--- config.mk ---
export PLATFORM = sky130hd
export DESIGN_NAME = mul32_seq_flat
export DESIGN_NICKNAME = d
export VERILOG_FILES = /design/src/rtl/mul32_seq_pkg.sv /design/src/rtl/mul32_seq_if.sv /design/src/rtl/mul32_seq_negate64.sv /design/src/rtl/mul32_seq.sv /design/src/flat_wrapper.sv
export SDC_FILE = /design/constraint.sdc
export NUM_CORES = 1
export LEC_CHECK = 0
export CORE_UTILIZATION = 50
export CTS_CLUSTER_SIZE = 28
export DETAILED_ROUTE_END_ITERATION = 12
export DONT_BUFFER_PORTS = 1
export PLACE_DENSITY_LB_ADDON = 0.25
export SETUP_SLACK_MARGIN = 0.3
export SYNTH_ARGS = -nofsm -noshare
export SYNTH_HDL_FRONTEND = slang
export SYNTH_SLANG_ARGS = --single-unit
export TNS_END_PERCENT = 20
--- constraint.sdc ---
create_clock -name clk -period 19.8 [get_ports clk]
set_input_delay 2.97 -clock clk [delete_from_list [all_inputs] [get_ports clk]]
set_output_delay 2.97 -clock clk [all_outputs]
set_load 0.02 [all_outputs]
--- src/rtl/mul32_seq_pkg.sv ---
// Shared definitions for the sequential 32x32 shift-add multiplier: state
// encodings, sizes, result-mux opcode and the two's-complement helpers.
package mul32_seq_pkg;

  localparam int WIDTH    = 32;
  localparam int MUL_ITER = 32;
  localparam int COUNT_W  = 5;

  localparam logic [COUNT_W-1:0] COUNT_LAST = 5'(MUL_ITER - 1);

  // Selects the multiplier's product_lo on the ALU 4:1 result mux.
  localparam logic [1:0] ALU_OP_MUL = 2'd3;

  typedef enum logic [1:0] {
    IDLE = 2'd0,
    RUN  = 2'd1,
    FIN  = 2'd2
  } state_t;

  // ~v + cin; cin=1 gives the 32-bit two's-complement negation.
  function automatic logic [WIDTH-1:0] neg32(input logic [WIDTH-1:0] v, input logic cin);
    return ~v + {{(WIDTH-1){1'b0}}, cin};
  endfunction

  // Operand magnitude; 0x8000_0000 maps to 2^31, which is still a valid unsigned value.
  function automatic logic [WIDTH-1:0] mag32(input logic [WIDTH-1:0] v, input logic is_signed);
    logic [WIDTH-1:0] m;
    if (is_signed && v[WIDTH-1]) begin
      m = neg32(v, 1'b1);
    end else begin
      m = v;
    end
    return m;
  endfunction

endpackage

--- src/rtl/mul32_seq_if.sv ---
// Request/result bundle between the ALU sequencer (master) and mul32_seq (slave).
interface mul32_seq_if;
  import mul32_seq_pkg::*;

  logic             start;
  logic             signed_op;
  logic [WIDTH-1:0] a;
  logic [WIDTH-1:0] b;
  logic             busy;
  logic             done;
  logic [WIDTH-1:0] product_lo;
  logic [WIDTH-1:0] product_hi;
  logic             ovf;

  modport master (
    output start, signed_op, a, b,
    input  busy, done, product_lo, product_hi, ovf
  );

  modport slave (
    input  start, signed_op, a, b,
    output busy, done, product_lo, product_hi, ovf
  );

endinterface

--- src/rtl/mul32_seq_negate64.sv ---
// Combinational 64-bit two's-complement negate; the upper half takes the
// carry out of the lower half, which is only set when the lower half is zero.
module negate64
  import mul32_seq_pkg::*;
(
  input  logic [2*WIDTH-1:0] value,
  output logic [2*WIDTH-1:0] result
);

  logic lo_zero;

  assign lo_zero = (value[WIDTH-1:0] == 32'd0);
  assign result  = {neg32(value[2*WIDTH-1:WIDTH], lo_zero), neg32(value[WIDTH-1:0], 1'b1)};

endmodule

--- src/rtl/mul32_seq.sv ---
// Sequential 32x32 shift-add multiplier: magnitudes are multiplied over 32
// clocks, the sign is applied in FIN and the product/ovf registers are loaded.
module mul32_seq
  import mul32_seq_pkg::*;
(
  input logic         clk,
  input logic         rst,
  mul32_seq_if.slave  bus
);

  state_t               state_r;
  state_t               state_s;
  logic [COUNT_W-1:0]   count_r;
  logic [2*WIDTH-1:0]   acc_r;
  logic [WIDTH:0]       mcand_r;
  logic [WIDTH-1:0]     mplier_r;
  logic                 neg_r;
  logic                 sign_r;
  logic                 done_r;
  logic                 ovf_r;
  logic [WIDTH-1:0]     prod_hi_r;
  logic [WIDTH-1:0]     prod_lo_r;

  logic [WIDTH:0]       sum_s;
  logic [2*WIDTH-1:0]   neg_acc_s;
  logic [2*WIDTH-1:0]   result_s;
  logic                 ovf_s;

  negate64 u_negate64 (
    .value  (acc_r),
    .result (neg_acc_s)
  );

  // Partial-product add into the upper half, then sign fix-up and overflow flag.
  always_comb begin
    sum_s    = {1'b0, acc_r[2*WIDTH-1:WIDTH]};
    result_s = acc_r;
    ovf_s    = 1'b0;
    if (mplier_r[0]) begin
      sum_s = {1'b0, acc_r[2*WIDTH-1:WIDTH]} + mcand_r;
    end else begin
      sum_s = {1'b0, acc_r[2*WIDTH-1:WIDTH]};
    end
    if (neg_r) begin
      result_s = neg_acc_s;
    end else begin
      result_s = acc_r;
    end
    if (sign_r) begin
      ovf_s = (result_s[2*WIDTH-1:WIDTH] != {WIDTH{result_s[WIDTH-1]}});
    end else begin
      ovf_s = (result_s[2*WIDTH-1:WIDTH] != 32'd0);
    end
  end

  // State register.
  always_ff @(posedge clk or posedge rst) begin
    if (rst) begin
      state_r <= IDLE;
    end else begin
      state_r <= state_s;
    end
  end

  // Next-state logic.
  always_comb begin
    state_s = state_r;
    case (state_r)
      IDLE: begin
        if (bus.start) state_s = RUN;
        else           state_s = IDLE;
      end
      RUN: begin
        if (count_r == COUNT_LAST) state_s = FIN;
        else                       state_s = RUN;
      end
      FIN:     state_s = IDLE;
      default: state_s = IDLE;
    endcase
  end

  // Operand latch, shift-add iteration and result registers.
  always_ff @(posedge clk or posedge rst) begin
    if (rst) begin
      count_r   <= 5'd0;
      acc_r     <= 64'd0;
      mcand_r   <= 33'd0;
      mplier_r  <= 32'd0;
      neg_r     <= 1'b0;
      sign_r    <= 1'b0;
      done_r    <= 1'b0;
      ovf_r     <= 1'b0;
      prod_hi_r <= 32'd0;
      prod_lo_r <= 32'd0;
    end else begin
      done_r <= 1'b0;
      case (state_r)
        IDLE: begin
          if (bus.start) begin
            mcand_r  <= {1'b0, mag32(bus.a, bus.signed_op)};
            mplier_r <= mag32(bus.b, bus.signed_op);
            neg_r    <= bus.signed_op & (bus.a[WIDTH-1] ^ bus.b[WIDTH-1]);
            sign_r   <= bus.signed_op;
            acc_r    <= 64'd0;
            count_r  <= 5'd0;
          end
        end
        RUN: begin
          acc_r    <= {sum_s, acc_r[WIDTH-1:1]};
          mplier_r <= {1'b0, mplier_r[WIDTH-1:1]};
          count_r  <= count_r + 5'd1;
        end
        FIN: begin
          prod_hi_r <= result_s[2*WIDTH-1:WIDTH];
          prod_lo_r <= result_s[WIDTH-1:0];
          ovf_r     <= ovf_s;
          done_r    <= 1'b1;
        end
        default: begin
          done_r <= 1'b0;
        end
      endcase
    end
  end

  assign bus.busy       = (state_r != IDLE);
  assign bus.done       = done_r;
  assign bus.product_hi = prod_hi_r;
  assign bus.product_lo = prod_lo_r;
  assign bus.ovf        = ovf_r;

endmodule

--- src/flat_wrapper.sv ---
// flat-port wrapper written by rule: the top's interface ports become plain ports
module mul32_seq_flat import mul32_seq_pkg::*;
  (clk, rst, bus_start, bus_signed_op, bus_a, bus_b, bus_busy, bus_done, bus_product_lo, bus_product_hi, bus_ovf);
  mul32_seq_if bus_i ();
  input logic clk;
  input logic rst;
  input wire logic [$bits(bus_i.start)-1:0] bus_start;
  input wire logic [$bits(bus_i.signed_op)-1:0] bus_signed_op;
  input wire logic [$bits(bus_i.a)-1:0] bus_a;
  input wire logic [$bits(bus_i.b)-1:0] bus_b;
  output wire logic [$bits(bus_i.busy)-1:0] bus_busy;
  output wire logic [$bits(bus_i.done)-1:0] bus_done;
  output wire logic [$bits(bus_i.product_lo)-1:0] bus_product_lo;
  output wire logic [$bits(bus_i.product_hi)-1:0] bus_product_hi;
  output wire logic [$bits(bus_i.ovf)-1:0] bus_ovf;
  assign bus_i.start = bus_start;
  assign bus_i.signed_op = bus_signed_op;
  assign bus_i.a = bus_a;
  assign bus_i.b = bus_b;
  assign bus_busy = bus_i.busy;
  assign bus_done = bus_i.done;
  assign bus_product_lo = bus_i.product_lo;
  assign bus_product_hi = bus_i.product_hi;
  assign bus_ovf = bus_i.ovf;
  mul32_seq u_core (.clk(clk), .rst(rst), .bus(bus_i));
endmodule
==> flow_results.xml <==
<?xml version="1.0" encoding="UTF-8"?>
<metrics>
  <group name="grt">
    <metric name="grt_antenna_before_repair" unit="">0</metric>
    <metric name="grt_use_total" unit="%">23.3</metric>
    <metric name="globalRoute.totalOverflow" unit="">0</metric>
    <metric name="use_met2" unit="%">34.1</metric>
    <metric name="grt_max_degree" unit="">115</metric>
    <metric name="grt.met1_usage" unit="%">35.8</metric>
    <metric name="globalRouteMet3Util" unit="%">3.80</metric>
    <metric name="global_route_wire_length_before_repair" unit="um">50300</metric>
    <metric name="top_usage_layer" unit="">met1</metric>
    <metric name="grt_pass1_vias" unit="">9740</metric>
  </group>
  <group name="timing">
    <metric name="tightestPinTransition" unit="ns">1.19</metric>
    <metric name="max_slew_violation_count" unit="">0</metric>
    <metric name="setup_viol_count_final" unit="">0</metric>
    <metric name="fmax" unit="MHz">166</metric>
    <metric name="maxSlewHeadroom" unit="%">20.5</metric>
    <metric name="timing.setup.tns" unit="ns">0</metric>
    <metric name="timing_hold_violations_final" unit="">0</metric>
    <metric name="share_of_the_clock_period_used_by_the_worst_path_after_layout" unit="%">30.5</metric>
    <metric name="post-route-min-period" unit="ns">6.04</metric>
    <metric name="finalClockSkew" unit="ns">0.0173</metric>
    <metric name="grt_setup_unrepaired" unit="">false</metric>
  </group>
  <group name="pwr">
    <metric name="powerDensity" unit="nW/um^2">161</metric>
    <metric name="vdd_ir_drop_max" unit="uV">72.9</metric>
    <metric name="total_leakage_power" unit="nW">5.76</metric>
  </group>
  <group name="floorplanning">
    <metric name="die_height" unit="um">161</metric>
    <metric name="pin_count" unit="">135</metric>
    <metric name="num_rows" unit="">57</metric>
    <metric name="initial_utilization" unit="%">51.5</metric>
    <metric name="die-area" unit="sq um">25900</metric>
    <metric name="dieWidth" unit="um">161</metric>
    <metric name="floorplan.core_area" unit="sq um">24500</metric>
  </group>
  <group name="final_layout">
    <metric name="syn2layout_area_growth" unit="%">6.98</metric>
    <metric name="final_layout_size_suffix_gt1_share" unit="%">5.43</metric>
    <metric name="num-nets-final" unit="">1517</metric>
    <metric name="num_antenna_cells" unit="">0</metric>
    <metric name="nFillCells" unit="">2224</metric>
    <metric name="post-route-util" unit="%">55.0</metric>
  </group>
  <group name="clock_network">
    <metric name="path_clk_slew" unit="ns">0.06</metric>
    <metric name="clock_latency" unit="ns">0.52</metric>
    <metric name="clock-sinks" unit="">203</metric>
    <metric name="cts-resized-gates" unit="">0</metric>
    <metric name="post-cts-setup-buffer-count" unit="">0</metric>
    <metric name="post_cts_hold_buffer_count" unit="">0</metric>
    <metric name="cts.path.max_buffers" unit="">3</metric>
    <metric name="cts.htree.levels" unit="">1</metric>
    <metric name="cts_inserted_buffers" unit="">22</metric>
    <metric name="clockRootBuffer" unit="">clkbuf_16</metric>
    <metric name="tritoncts" unit="">built</metric>
  </group>
  <group name="synthesis">
    <metric name="synth_fp_nets" unit="">1577</metric>
    <metric name="postSynthRegisterBits" unit="">203</metric>
    <metric name="register_area_share_after_synthesis" unit="%">40.2</metric>
    <metric name="synth_enable_flop_cells" unit="">0</metric>
    <metric name="yosys.cell_types.count" unit="">72</metric>
    <metric name="postSynth.asyncResetShare" unit="%">100</metric>
    <metric name="synth-main-ff-cell" unit="">dfrtp_1</metric>
    <metric name="mean_area_per_synthesized_cell" unit="sq um">8.59</metric>
    <metric name="synthesis.yosys.warnings" unit="">0</metric>
    <metric name="synth_largest_area_cell" unit="">dfrtp_1</metric>
    <metric name="netlist_top_cells_area" unit="">dfrtp_1, o21ai_0, nand2_1</metric>
    <metric name="mappedNetlistArea" unit="sq um">12600</metric>
    <metric name="syn-instance-count" unit="">1469</metric>
    <metric name="post-synth-top-area-fraction" unit="%">40.2</metric>
  </group>
  <group name="critical_path">
    <metric name="critical_path.cell_chain" unit="">or4_1, or4_1, nor4_2, nand4_1, nand2b_1, nor3_1, ha_1, or3b_1, or3_1, o41ai_1, xor2_1, or4_1, nor4_1, a211oi_2</metric>
    <metric name="cp.buffers_inverters" unit="">0</metric>
    <metric name="critical-path-max-stage-delay" unit="ns">0.66</metric>
    <metric name="cp-start-kind" unit="">flip-flop</metric>
    <metric name="crit_family" unit="">simple AND/OR/NAND/NOR gates</metric>
    <metric name="critical_path_end_type" unit="">flip-flop</metric>
    <metric name="required" unit="ns">20.19</metric>
    <metric name="timing_worst_setup_path_type" unit="">reg -&gt; reg</metric>
    <metric name="crit_top_cell" unit="">or4_1</metric>
    <metric name="critical_path.slowest_cell" unit="">or3_1</metric>
    <metric name="cp_data_arrival_time" unit="ns">6.43</metric>
    <metric name="cp_max_fo" unit="">15</metric>
  </group>
  <group name="job">
    <metric name="max_cap_violations" unit="">0</metric>
  </group>
  <group name="route">
    <metric name="detailedRoute.firstIterationViolations" unit="">873</metric>
    <metric name="antenna_violating_nets_post_route" unit="">0</metric>
    <metric name="vias_per_cell" unit="">5.91</metric>
    <metric name="totalWireLength" unit="um">29900</metric>
    <metric name="detail_route.wl_per_cell" unit="um">17.2</metric>
    <metric name="drcViolationCount" unit="">0</metric>
    <metric name="route.vias.total" unit="">10300</metric>
    <metric name="drt_first_pass_iters" unit="">5</metric>
  </group>
  <group name="outcome">
    <metric name="status" unit="">complete, no violations</metric>
  </group>
  <group name="min_path">
    <metric name="min-delay-path-class" unit="">reg -&gt; reg</metric>
  </group>
  <group name="placed_design">
    <metric name="globalplace.congestion" unit="">0.903</metric>
    <metric name="port-buffer-count" unit="">0</metric>
    <metric name="place.detailed.hpwl" unit="um">20800</metric>
  </group>
</metrics>
-- cell usage after synthesis, drive strengths merged (8+ instances only) --
cell type / n
o41ai: 19
mux2i: 14
o31ai: 30
a21oi: 50
nor4: 15
o21ai: 234
nor2: 54
or2: 8
nand3: 41
xor2: 95
a32oi: 8
or3: 21
xnor2: 49
and3: 15
buf: 9
or4: 17
a22oi: 27
nand2b: 9
nor2b: 11
inv: 24
a21o: 18
nor3: 30
ha: 39
a31oi: 10
nand2: 254
clkbuf: 84
dfrtp: 203
-- layer usage --
layer | vias to the layer above | wire (um) | share of wire, %
met5 | - | 0 | 0
met4 | 0 | 407 | 1.4
met3 | 36 | 1830 | 6.1
met2 | 258 | 12600 | 42
met1 | 4857 | 15000 | 50
li1 | 5137 | - | -
-- final timing paths --
| kind | from | end | slack, ns | cells after the start |
|---|---|---|---|---|
| max | u_core.acc_r[7] | u_core.bus.ovf | 13.76 | 14 |
| min | u_core.count_r[3] | u_core.count_r[3] | 0.48 | 1 |
| max reg2reg | u_core.acc_r[7] | u_core.bus.ovf | 13.76 | 14 |
| min reg2reg | u_core.count_r[3] | u_core.count_r[3] | 0.48 | 1 |
| max in group asynchronous | rst | u_core.neg_r | 15.55 | 3 |
| min in group asynchronous | rst | u_core.bus.product_hi[7] | 2.40 | 1 |
-- kinds of logic (layout without fill, tap and decap cells) --
group / Yosys count / after routing / synth area share [%]
buffers and inverters: 117 / 66 / 3.55
multiplexers: 18 / 18 / 1.47
AND/OR/NAND/NOR: 504 / 504 / 18.8
flip-flops: 203 / 203 / 40.2
AO/OA/AOI/OAI: 443 / 443 / 21.9
XOR/XNOR: 144 / 144 / 9.99
adder cells (fa/ha/maj): 40 / 40 / 4.02
-- state kept, by name, indices dropped and copies added (netlist names) --
name,cells
u_core.neg_r,1
u_core.bus.product_hi,32
u_core.mplier_r,32
u_core.bus.done,1
u_core.mcand_r,32
u_core.state_r,2
u_core.count_r,5
u_core.bus.ovf,1
u_core.acc_r,64
u_core.bus.product_lo,32
u_core.sign_r,1
-- power by group --
group,internal [W],switching [W]
registers,0.000562,0.000216
logic,0.000406,0.000566
clock network,0.000255,0.000164
total,0.00122,0.000946
-- stage by stage --
| stage | instance area (sq um) | setup WS (ns) | std cells | total power [W] | hold slack, ns |
|---|---|---|---|---|---|
| final | 13500 | 13.76 | 1742 | 0.00217 | 0.483 |
| after global routing | 13500 | 13.39 | 1742 | 0.00235 | 0.521 |
| after CTS | 13500 | 13.78 | 1742 | 0.00217 | 0.485 |
| after detailed placement | 12800 | 13.84 | 1709 | 0.00175 | 0.473 |
| after global placement | 12800 | 13.98 | 1709 | 0.00172 | 0.472 |
| after floorplan | 12600 | 11.29 | 1469 | 0.00151 | 0.449 |
-- cells in the final DEF, fill, tap and decap left out, drive strengths merged, types with 10 or more instances in the layout --
cell    synthesis  routed
dfrtp         203     203
nand3          41      41
ha             39      39
nor2           54      54
or3            21      21
mux2i          14      14
xor2           95      95
xnor2          49      49
o31ai          30      30
o41ai          19      19
clkbuf         84      28
and3           15      15
nor2b          11      11
or4            17      17
a21o           18      18
a31oi          10      10
nor3           30      30
a22oi          27      27
nor4           15      15
o21ai         234     234
a21oi          50      50
nand2         254     254
inv            24      24
-- final cells by class --
cell class	instances	area (sq um)	share of cell area, %
Clock buffer	28	613	4.54
Clock inverter	5	111	0.825
Multi-Input combinational cell	1149	7130	52.8
Sequential cell	203	5080	37.6
Tap cell	324	405	3.00
Timing Repair Buffer	9	67.6	0.500
Inverter	24	97.6	0.723
No activity file was read; power rests on OpenSTA's default activity.
